File: config.mk
export PLATFORM = sky130hd
export DESIGN_NAME = trigger_capture_flat
export DESIGN_NICKNAME = d
export VERILOG_FILES = /design/src/rtl/trigger_capture_if.sv /design/src/rtl/trigger_capture.sv /design/src/flat_wrapper.sv
export SDC_FILE = /design/constraint.sdc
export NUM_CORES = 1
export LEC_CHECK = 0
export ABC_AREA = 1
export BUFFER_PORTS_ARGS = -buffer_cell sky130_fd_sc_hd__buf_4
export CAP_MARGIN = 20
export CORE_UTILIZATION = 45
export DETAILED_ROUTE_END_ITERATION = 12
export GPL_TIMING_DRIVEN = 0
export MAX_ROUTING_LAYER = met4
export PLACE_DENSITY = 0.77
export SYNTH_ARGS = -nofsm -noshare
export SYNTH_HDL_FRONTEND = slang
export SYNTH_SLANG_ARGS = --single-unit
File: constraint.sdc
create_clock -name clk -period 3.3 [get_ports clk]
set_input_delay 0 -clock clk [delete_from_list [all_inputs] [get_ports clk]]
set_output_delay 0 -clock clk [all_outputs]
set_load 0.01 [all_outputs]
File: src/rtl/trigger_capture_if.sv
// Bundle of the trigger/capture control inputs, ADC stream and buffer write port.
// The master side (settings UI / ADC / bench) drives inputs; the slave is the capture engine.
interface trigger_capture_if #(
  parameter int DATA_W = 12,
  parameter int ADDR_W = 10
);
  logic              adc_valid;
  logic [DATA_W-1:0] adc_data;
  logic [11:0]       count_adc;
  logic [DATA_W-1:0] trigger;
  logic [11:0]       trig_clk;
  logic              trig_edge;
  logic              single;
  logic              arm;
  logic              force_trig;

  logic              wr_en;
  logic [ADDR_W-1:0] wr_addr;
  logic [DATA_W-1:0] wr_data;
  logic              frame_done;
  logic              busy;
  logic [1:0]        state_dbg;

  modport master (
    output adc_valid, adc_data, count_adc, trigger, trig_clk,
           trig_edge, single, arm, force_trig,
    input  wr_en, wr_addr, wr_data, frame_done, busy, state_dbg
  );

  modport slave (
    input  adc_valid, adc_data, count_adc, trigger, trig_clk,
           trig_edge, single, arm, force_trig,
    output wr_en, wr_addr, wr_data, frame_done, busy, state_dbg
  );
endinterface

File: src/rtl/trigger_capture.sv
// Decimates the ADC stream, detects level crossings and writes one DEPTH-sample
// frame per trigger into the display sample buffer, followed by a holdoff.
module trigger_capture #(
  parameter int DATA_W = 12,
  parameter int ADDR_W = 10
) (
  input logic               clk,
  input logic               rst_n,
  trigger_capture_if.slave  bus
);

  typedef enum logic [1:0] {
    IDLE    = 2'd0,
    ARMED   = 2'd1,
    CAPTURE = 2'd2,
    HOLDOFF = 2'd3
  } state_e;

  localparam logic [ADDR_W-1:0] LAST_ADDR = '1;

  state_e            state_q;
  logic [11:0]       dec_cnt_q;
  logic [DATA_W-1:0] prev_q;
  logic              prev_ok_q;
  logic              pend_q;
  logic [ADDR_W-1:0] wr_idx_q;
  logic [11:0]       ho_cnt_q;
  logic              wr_en_q;
  logic [ADDR_W-1:0] wr_addr_q;
  logic [DATA_W-1:0] wr_data_q;
  logic              frame_done_q;

  logic [11:0] period;
  logic [12:0] dec_next;
  logic        tick;
  logic        edge_hit;
  logic        trig_hit;

  // NOTE: every signal assigned in always_comb gets a default first, so no latch is inferred.
  always_comb begin
    period   = (bus.count_adc == '0) ? 12'd1 : bus.count_adc;
    dec_next = {1'b0, dec_cnt_q} + 13'd1;
    tick     = bus.adc_valid && (dec_next >= {1'b0, period});
    edge_hit = 1'b0;
    if (bus.trig_edge) begin
      edge_hit = prev_ok_q && (prev_q < bus.trigger) && (bus.adc_data >= bus.trigger);
    end else begin
      edge_hit = prev_ok_q && (prev_q > bus.trigger) && (bus.adc_data <= bus.trigger);
    end
    trig_hit = tick && (edge_hit || pend_q || bus.force_trig);
  end

  // The >= compare lets a lowered count_adc tick on the very next strobe.
  // NOTE: sequential state uses non-blocking assignments so all registers update together.
  always_ff @(posedge clk or negedge rst_n) begin
    if (!rst_n) begin
      dec_cnt_q <= '0;
    end else if (bus.adc_valid) begin
      dec_cnt_q <= tick ? 12'd0 : dec_next[11:0];
    end
  end

  always_ff @(posedge clk or negedge rst_n) begin
    if (!rst_n) begin
      state_q      <= IDLE;
      prev_q       <= '0;
      prev_ok_q    <= 1'b0;
      pend_q       <= 1'b0;
      wr_idx_q     <= '0;
      ho_cnt_q     <= '0;
      wr_en_q      <= 1'b0;
      wr_addr_q    <= '0;
      wr_data_q    <= '0;
      frame_done_q <= 1'b0;
    end else begin
      wr_en_q      <= 1'b0;
      frame_done_q <= 1'b0;
      if (tick) begin
        prev_q <= bus.adc_data;
      end

      unique case (state_q)
        IDLE: begin
          if (!bus.single || bus.arm) begin
            state_q   <= ARMED;
            prev_ok_q <= 1'b0;
            pend_q    <= 1'b0;
          end
        end

        ARMED: begin
          if (bus.force_trig) begin
            pend_q <= 1'b1;
          end
          if (tick) begin
            prev_ok_q <= 1'b1;
          end
          if (trig_hit) begin
            state_q   <= CAPTURE;
            pend_q    <= 1'b0;
            wr_en_q   <= 1'b1;
            wr_addr_q <= '0;
            wr_data_q <= bus.adc_data;
            wr_idx_q  <= {{(ADDR_W-1){1'b0}}, 1'b1};
          end
        end

        CAPTURE: begin
          if (tick) begin
            wr_en_q   <= 1'b1;
            wr_addr_q <= wr_idx_q;
            wr_data_q <= bus.adc_data;
            wr_idx_q  <= wr_idx_q + 1'b1;
            if (wr_idx_q == LAST_ADDR) begin
              state_q      <= HOLDOFF;
              frame_done_q <= 1'b1;
              ho_cnt_q     <= '0;
            end
          end
        end

        HOLDOFF: begin
          // trig_clk==0 satisfies the compare immediately and leaves on the first clock.
          if (ho_cnt_q >= bus.trig_clk) begin
            ho_cnt_q  <= '0;
            state_q   <= bus.single ? IDLE : ARMED;
            prev_ok_q <= 1'b0;
            pend_q    <= 1'b0;
          end else if (tick) begin
            ho_cnt_q <= ho_cnt_q + 12'd1;
          end
        end

        default: state_q <= IDLE;
      endcase
    end
  end

  assign bus.wr_en      = wr_en_q;
  assign bus.wr_addr    = wr_addr_q;
  assign bus.wr_data    = wr_data_q;
  assign bus.frame_done = frame_done_q;
  assign bus.busy       = (state_q != IDLE);
  assign bus.state_dbg  = state_q;

endmodule

File: src/flat_wrapper.sv
// flat-port wrapper written by rule: the top's interface ports become plain ports
module trigger_capture_flat 
#(
  parameter int DATA_W = 12,
  parameter int ADDR_W = 10
)
  (clk, rst_n, bus_adc_valid, bus_adc_data, bus_count_adc, bus_trigger, bus_trig_clk, bus_trig_edge, bus_single, bus_arm, bus_force_trig, bus_wr_en, bus_wr_addr, bus_wr_data, bus_frame_done, bus_busy, bus_state_dbg);
  trigger_capture_if #(.DATA_W(DATA_W), .ADDR_W(ADDR_W)) bus_i ();
  input logic clk;
  input logic rst_n;
  input wire logic [$bits(bus_i.adc_valid)-1:0] bus_adc_valid;
  input wire logic [$bits(bus_i.adc_data)-1:0] bus_adc_data;
  input wire logic [$bits(bus_i.count_adc)-1:0] bus_count_adc;
  input wire logic [$bits(bus_i.trigger)-1:0] bus_trigger;
  input wire logic [$bits(bus_i.trig_clk)-1:0] bus_trig_clk;
  input wire logic [$bits(bus_i.trig_edge)-1:0] bus_trig_edge;
  input wire logic [$bits(bus_i.single)-1:0] bus_single;
  input wire logic [$bits(bus_i.arm)-1:0] bus_arm;
  input wire logic [$bits(bus_i.force_trig)-1:0] bus_force_trig;
  output wire logic [$bits(bus_i.wr_en)-1:0] bus_wr_en;
  output wire logic [$bits(bus_i.wr_addr)-1:0] bus_wr_addr;
  output wire logic [$bits(bus_i.wr_data)-1:0] bus_wr_data;
  output wire logic [$bits(bus_i.frame_done)-1:0] bus_frame_done;
  output wire logic [$bits(bus_i.busy)-1:0] bus_busy;
  output wire logic [$bits(bus_i.state_dbg)-1:0] bus_state_dbg;
  assign bus_i.adc_valid = bus_adc_valid;
  assign bus_i.adc_data = bus_adc_data;
  assign bus_i.count_adc = bus_count_adc;
  assign bus_i.trigger = bus_trigger;
  assign bus_i.trig_clk = bus_trig_clk;
  assign bus_i.trig_edge = bus_trig_edge;
  assign bus_i.single = bus_single;
  assign bus_i.arm = bus_arm;
  assign bus_i.force_trig = bus_force_trig;
  assign bus_wr_en = bus_i.wr_en;
  assign bus_wr_addr = bus_i.wr_addr;
  assign bus_wr_data = bus_i.wr_data;
  assign bus_frame_done = bus_i.frame_done;
  assign bus_busy = bus_i.busy;
  assign bus_state_dbg = bus_i.state_dbg;
  trigger_capture #(.DATA_W(DATA_W), .ADDR_W(ADDR_W)) u_core (.clk(clk), .rst_n(rst_n), .bus(bus_i));
endmodule
---- Word-level counts from Yosys, hierarchy flattened ----
Cells that the tools add are included.
storage, ports and cells
  register bits after elaboration ......... 74
  output and inout port bits .............. 27
  logic and storage cells ................. 90
operators by class
  reductions and logical operators ........ 21
  multiplexer cells ....................... 37
  eq/ne operators ......................... 12
  $add $sub $neg .......................... 3
  magnitude comparators ................... 6
operators with widths
  kind                                                                      number
  12-bit 2-to-1 mux                                                         8
  12-bit case mux with 2 select lines                                       2
  10-bit 2-to-1 mux                                                         4
  10-bit case mux with 2 select lines                                       2
  12-bit greater-or-equal comparator                                        2
  12-bit by 1-bit adder with 13-bit output (second input constant)          1
  13-bit by 12-bit greater-or-equal comparator with 1-bit output            1
  12-bit by 1-bit adder with 12-bit output (second input constant)          1
  12-bit > comparator                                                       1
  12-bit less-or-equal comparator                                           1
  12-bit zero test                                                          1
  12-bit < comparator                                                       1
  1-bit 2-to-1 mux                                                          12
  2-bit by 1-bit inequality test with 1-bit output (second input constant)  6
  4-bit AND reduction                                                       3
  10-bit by 1-bit adder with 10-bit output (second input constant)          1
  10-bit equality test (second input constant)                              1
  2-bit 2-to-1 mux                                                          5
  2-bit case mux with 4 select lines                                        1
  1-bit logical AND                                                         6
  1-bit case mux with 3 select lines                                        2
  2-bit nonzero test                                                        3
  5-bit AND reduction                                                       1
  2-bit equality test (second input constant)                               2
  other kinds (9)                                                           11

---- Longest topological paths before layout ----
  depth in word-level cells ............... 9
  mapped depth ............................ 22

---- Worst setup path after synthesis ----
Ideal clock, no wire load.
  path type ............................... reg-to-reg
  from .................................... register u_core.dec_cnt_q[2]
  to ...................................... register u_core.wr_idx_q[6]
  setup time .............................. 0.117 ns
  setup slack ............................. 0.435 ns
  data arrival time ....................... 2.748 ns
  stages on the path, launching flop included .. 23
  required time ........................... 3.183 ns
  path through ............................ dfrtp_1 -> inv_1 -> nor3_1 -> nand3_1 -> nor2_1 -> nand4_1 -> nor2_1 -> nand2_1 -> xor2_1 -> inv_1 -> ha_1 -> inv_1 -> o211ai_1 -> nor2_2 -> nand3_2 -> nand2_4 -> inv_2 -> nand2_2 -> nand2_4 -> nand3_4 -> buf_6 -> nand2_1 -> nand2_1
on the way
  longest elaborated chain between the ends .. 6
  elaborated cells between the ends (all ways) .. 7
RTL lines
  what                                                                line                    RTL
  start, declared                                                     trigger_capture.sv:22   logic [11:0] dec_cnt_q;
  start signal, assigned                                              trigger_capture.sv:59   dec_cnt_q <= tick ? 12'd0 : dec_next[11:0];
  12-bit by 1-bit adder with 13-bit output (*)                        trigger_capture.sv:42   dec_next = {1'b0, dec_cnt_q} + 13'd1;
  13-bit by 12-bit greater-or-equal comparator with 1-bit output (*)  trigger_capture.sv:43   tick = bus.adc_valid && (dec_next >= {1'b0, period});
  1-bit logical AND (*)                                               trigger_capture.sv:43
  1-bit logical AND                                                   trigger_capture.sv:50   trig_hit = tick && (edge_hit || pend_q || bus.force_trig);
  2-bit by 1-bit inequality test with 1-bit output (no line)          -
  3-bit AND reduction (no line) (*)                                   -
  end signal, assigned                                                trigger_capture.sv:104  wr_idx_q <= {{(ADDR_W-1){1'b0}}, 1'b1};
  end signal, assigned                                                trigger_capture.sv:113  wr_idx_q <= wr_idx_q + 1'b1;
  end, declared                                                       trigger_capture.sv:26   logic [ADDR_W-1:0] wr_idx_q;
Every way passes the cells marked *; elsewhere a longest branch is shown, timed or not.
A chain may end at the register's enable or synchronous reset.

---- Worst setup path in the final report ----
  from .................................... register u_core.dec_cnt_q[0]
  to ...................................... register u_core.wr_idx_q[5]
Same word-level chain as after synthesis.

==> impl_metrics.csv <==
group,metric,value,unit
outcome,outcome,"completed",
final_layout,final-seq-area,1850,sq um
drt,ant_nets,0,
die,design.core.area,11000,sq um
drt,routed_wl,12400,um
synthesis,syn-num-nets,787,
sta,rsz0062_at_grt,"yes",
setup_path,reg2reg_from,"u_core.dec_cnt_q[0]",
global_route,grt.overflow.total,0,
final_layout,drive_gt1_share,21.0,%
synthesis,seq_area_frac_synth,36.1,%
clock_network,cts_tree,"done",
sta,relSlewSlack,37.0,%
sta,hold_violations,0,
placed_design,place_congestion,0.862,
synthesis,syn_avg_cell_area,7.58,sq um
drt,drc,0,
clock_network,cts_sinks,74,
synthesis,yosysTopAreaCellShare,36.1,%
die,io_pins,82,
global_route,grt_usage,22.3,%
synthesis,synth-edff-count,0,
sta,setup_violations,0,
setup_path,cp_max_fo,6,
drt,avgViaCountPerCell,5.06,
final_layout,nFillCells,966,
final_layout,multi_input_area,2890,sq um
clock_network,path_clk_slew,0.06,ns
clock_network,cts_max_level,3,
clock_network,clockBufferDepth,2,
clock_network,clk_latency,0.33,ns
synthesis,synth.most_common_cell,"nand2_1",
drt,drtIter0Drc,269,
setup_path,crit_start,"u_core.dec_cnt_q[0]",
pwr,vdd_drop_max,0.514,mV
sta,whs,0.219,ns
synthesis,yosys.area.top_type,"dfrtp_1",
sta,fin_skew,0.0102,ns
synthesis,synth_area_leaders,"dfrtp_1, nand2_1, ha_1, inv_1, nand4_1",
global_route,grt_pass1_wl,20100,um
synthesis,synth-async-reset-ratio,100,%
pwr,power.density_cell_area,695,nW/um^2
final_layout,area_growth,29.7,%
setup_path,crit_required,3.52,ns
pwr,power_leakage,3.57,nW
final_layout,fin_cells,945,
drt,dr.pass1.iters,5,
setup_path,crit_type,"flop to flop",
setup_path,crit_path_start_kind,"flop",
synthesis,netlist_area,5130,sq um
synthesis,synthFlopType,"dfrtp_1",
synthesis,ys_seq_elements,74,
synthesis,syn_inst,677,
min_path,holdCritPathClass,"primary input to flop",
setup_path,r2r_end,"u_core.wr_idx_q[5]",
synthesis,ys_types,37,
sta,worst_pin_slew,0.945,ns
die,dieArea,11800,sq um
final_layout,finalNetCount,911,
synthesis,synth_commonest_cells,"nand2_1, inv_1, dfrtp_1",
sta,period_minus_slack,3.12,ns
setup_path,crit_end,"u_core.wr_idx_q[5]",
global_route,grt_max_degree,75,
setup_path,r2r_cells,21,
placed_design,dp_hpwl,8780,um
die,die_y,109,um
final_layout,antenna_cells,0,
die,rows,38,
global_route,grt_pass1_vias,4393,
synthesis,yosysWarningCount,0,
sta,slew_violations,0,
die,die-width,109,um
setup_path,rrSetupSlack,0.18,ns
clock_network,clockRootBuffer,"clkbuf_16",
die,initial_core_util,46.7,%
run,maxCapViolCount,0,
setup_path,cp-end-kind,"flop",
placed_design,dp_cells,898,
placed_design,portBuffers,81,
global_route,antenna_found_initial,0,
drt,avgRoutedWirePerCell,13.2,um
setup_path,worst_ep_arrival_time,3.34,ns
drt,vias,4781,
clock_network,cts_buffers,9,
sta,fin_crit_sh,94.5,%
sta,max_clock_freq,321,MHz
==> state kept, by name, summed over array words and instances (netlist names) <==
signal                 flops
u_core.bus.wr_data        12
u_core.dec_cnt_q          12
u_core.ho_cnt_q           12
u_core.prev_q             12
u_core.bus.wr_addr        10
u_core.wr_idx_q           10
u_core.bus.state_dbg       2
u_core.bus.frame_done      1
u_core.bus.wr_en           1
u_core.pend_q              1
u_core.prev_ok_q           1
==> placed cells by master (no fill, tap or decap), types with 2 or more instances in the layout <==
cell type,count
nand2_1,196
buf_4,96
inv_1,88
dfrtp_1,74
ha_1,54
nor2_1,46
nand4_1,45
nand3_1,27
a21oi_1,22
xor2_1,19
dlygate4sd3_1,16
o21ai_0,15
nand2_2,14
o21ai_2,12
clkbuf_16,10
clkbuf_1,8
buf_6,5
inv_2,4
nand2_4,4
nand3_2,3
nor3_1,3
nor2_2,3
o22ai_1,3
buf_2,3
nor3b_1,3
bufinv_16,3
nor4_1,2
nand3b_1,2
a21o_1,2
==> report_power, final <==
part	internal [mW]	total, mW	switching [mW]
clock	0.754	1.13	0.380
combinational	0.890	2.18	1.29
sequential	1.14	1.31	0.168
total	2.78	4.62	1.84
==> routing by layer <==
metal	GRT usage [%]	vias to the layer above	wire length [um]
met5	-	-	0
met4	6.27	0	93
met3	3.59	8	491
met2	37.2	102	6170
met1	28.2	2227	5690
li1	-	2444	-
==> kinds of logic after synthesis <==
group / count (synthesis) / share of synthesized area [%]
compound gates: 62 / 7.51
simple gates: 353 / 30.5
xor+xnor: 20 / 3.41
flops: 74 / 36.1
buf+inv: 113 / 9.10
fa+ha+maj: 55 / 13.4
==> final cells by class <==
| class | instances | share of cell area, % |
|---|---|---|
| Multi-Input combinational cell | 490 | 43.5 |
| Sequential cell | 74 | 27.8 |
| Timing Repair Buffer | 114 | 13.8 |
| Inverter | 94 | 5.38 |
| Clock buffer | 10 | 3.59 |
| Tap cell | 140 | 2.63 |
| Buffer | 18 | 1.77 |
| Clock inverter | 5 | 1.54 |
==> critical path, stage by stage, from the launching register on <==
cell and delay (ns):
dfrtp_1 0.38, inv_2 0.07, nor3_4 0.21, nand3_2 0.14, nor2_1 0.13, nand4_1 0.13
nor2_1 0.13, nand2_1 0.06, xor2_1 0.17, inv_1 0.10, ha_4 0.28, nand4_1 0.09
nand3b_1 0.20, nand3_2 0.10, nand2_4 0.10, inv_6 0.10, nand2_4 0.06, nand2_4 0.09
nand3_4 0.15, clkbuf_16 0.23, nand2_1 0.05, nand2_1 0.05
==> through the flow <==
| stage | cell area [sq um] | setup WS [ns] | power (mW) | util, % | TNS, ns |
|---|---|---|---|---|---|
| 3_3_place_gp | 5910 | -0.00534 | 3.15 | 53.8 | -0.0397 |
| 2_1_floorplan | 5130 | 0.435 | 2.58 | - | 0 |
| 6_report | 6650 | 0.180 | 4.62 | 60.6 | 0 |
| 4_1_cts | 6420 | 0.000931 | 4.36 | 58.5 | 0 |
| 3_5_place_dp | 5910 | -0.0473 | 3.19 | 53.8 | -1.03 |
| 5_1_grt | 6650 | -0.0901 | 4.93 | 60.6 | -2.68 |
==> worst min path at each step <==
| stage | from | to | slack (ns) | cells past startpoint |
|---|---|---|---|---|
| after global routing | bus_arm | u_core.pend_q | 0.24 | 6 |
| after detailed placement | rst_n | u_core.wr_idx_q[3] | 0.21 | 1 |
| after floorplan | rst_n | u_core.bus.frame_done | -0.30 | 0 |
| after global placement | rst_n | u_core.bus.wr_addr[4] | 0.21 | 1 |
| final | bus_arm | u_core.pend_q | 0.22 | 6 |
| after CTS | bus_trig_edge | u_core.bus.wr_en | 0.18 | 5 |
==> repair_timing <==
action,CTS,global route
setup endpoints to repair,41,64
resized for setup,1,32
hold endpoints to repair,102,0
pin swaps,0,9
cloned,0,2
hold buffers,16,0
buffers inserted,0,15
Note: power is estimated with default switching activity, not from simulation.
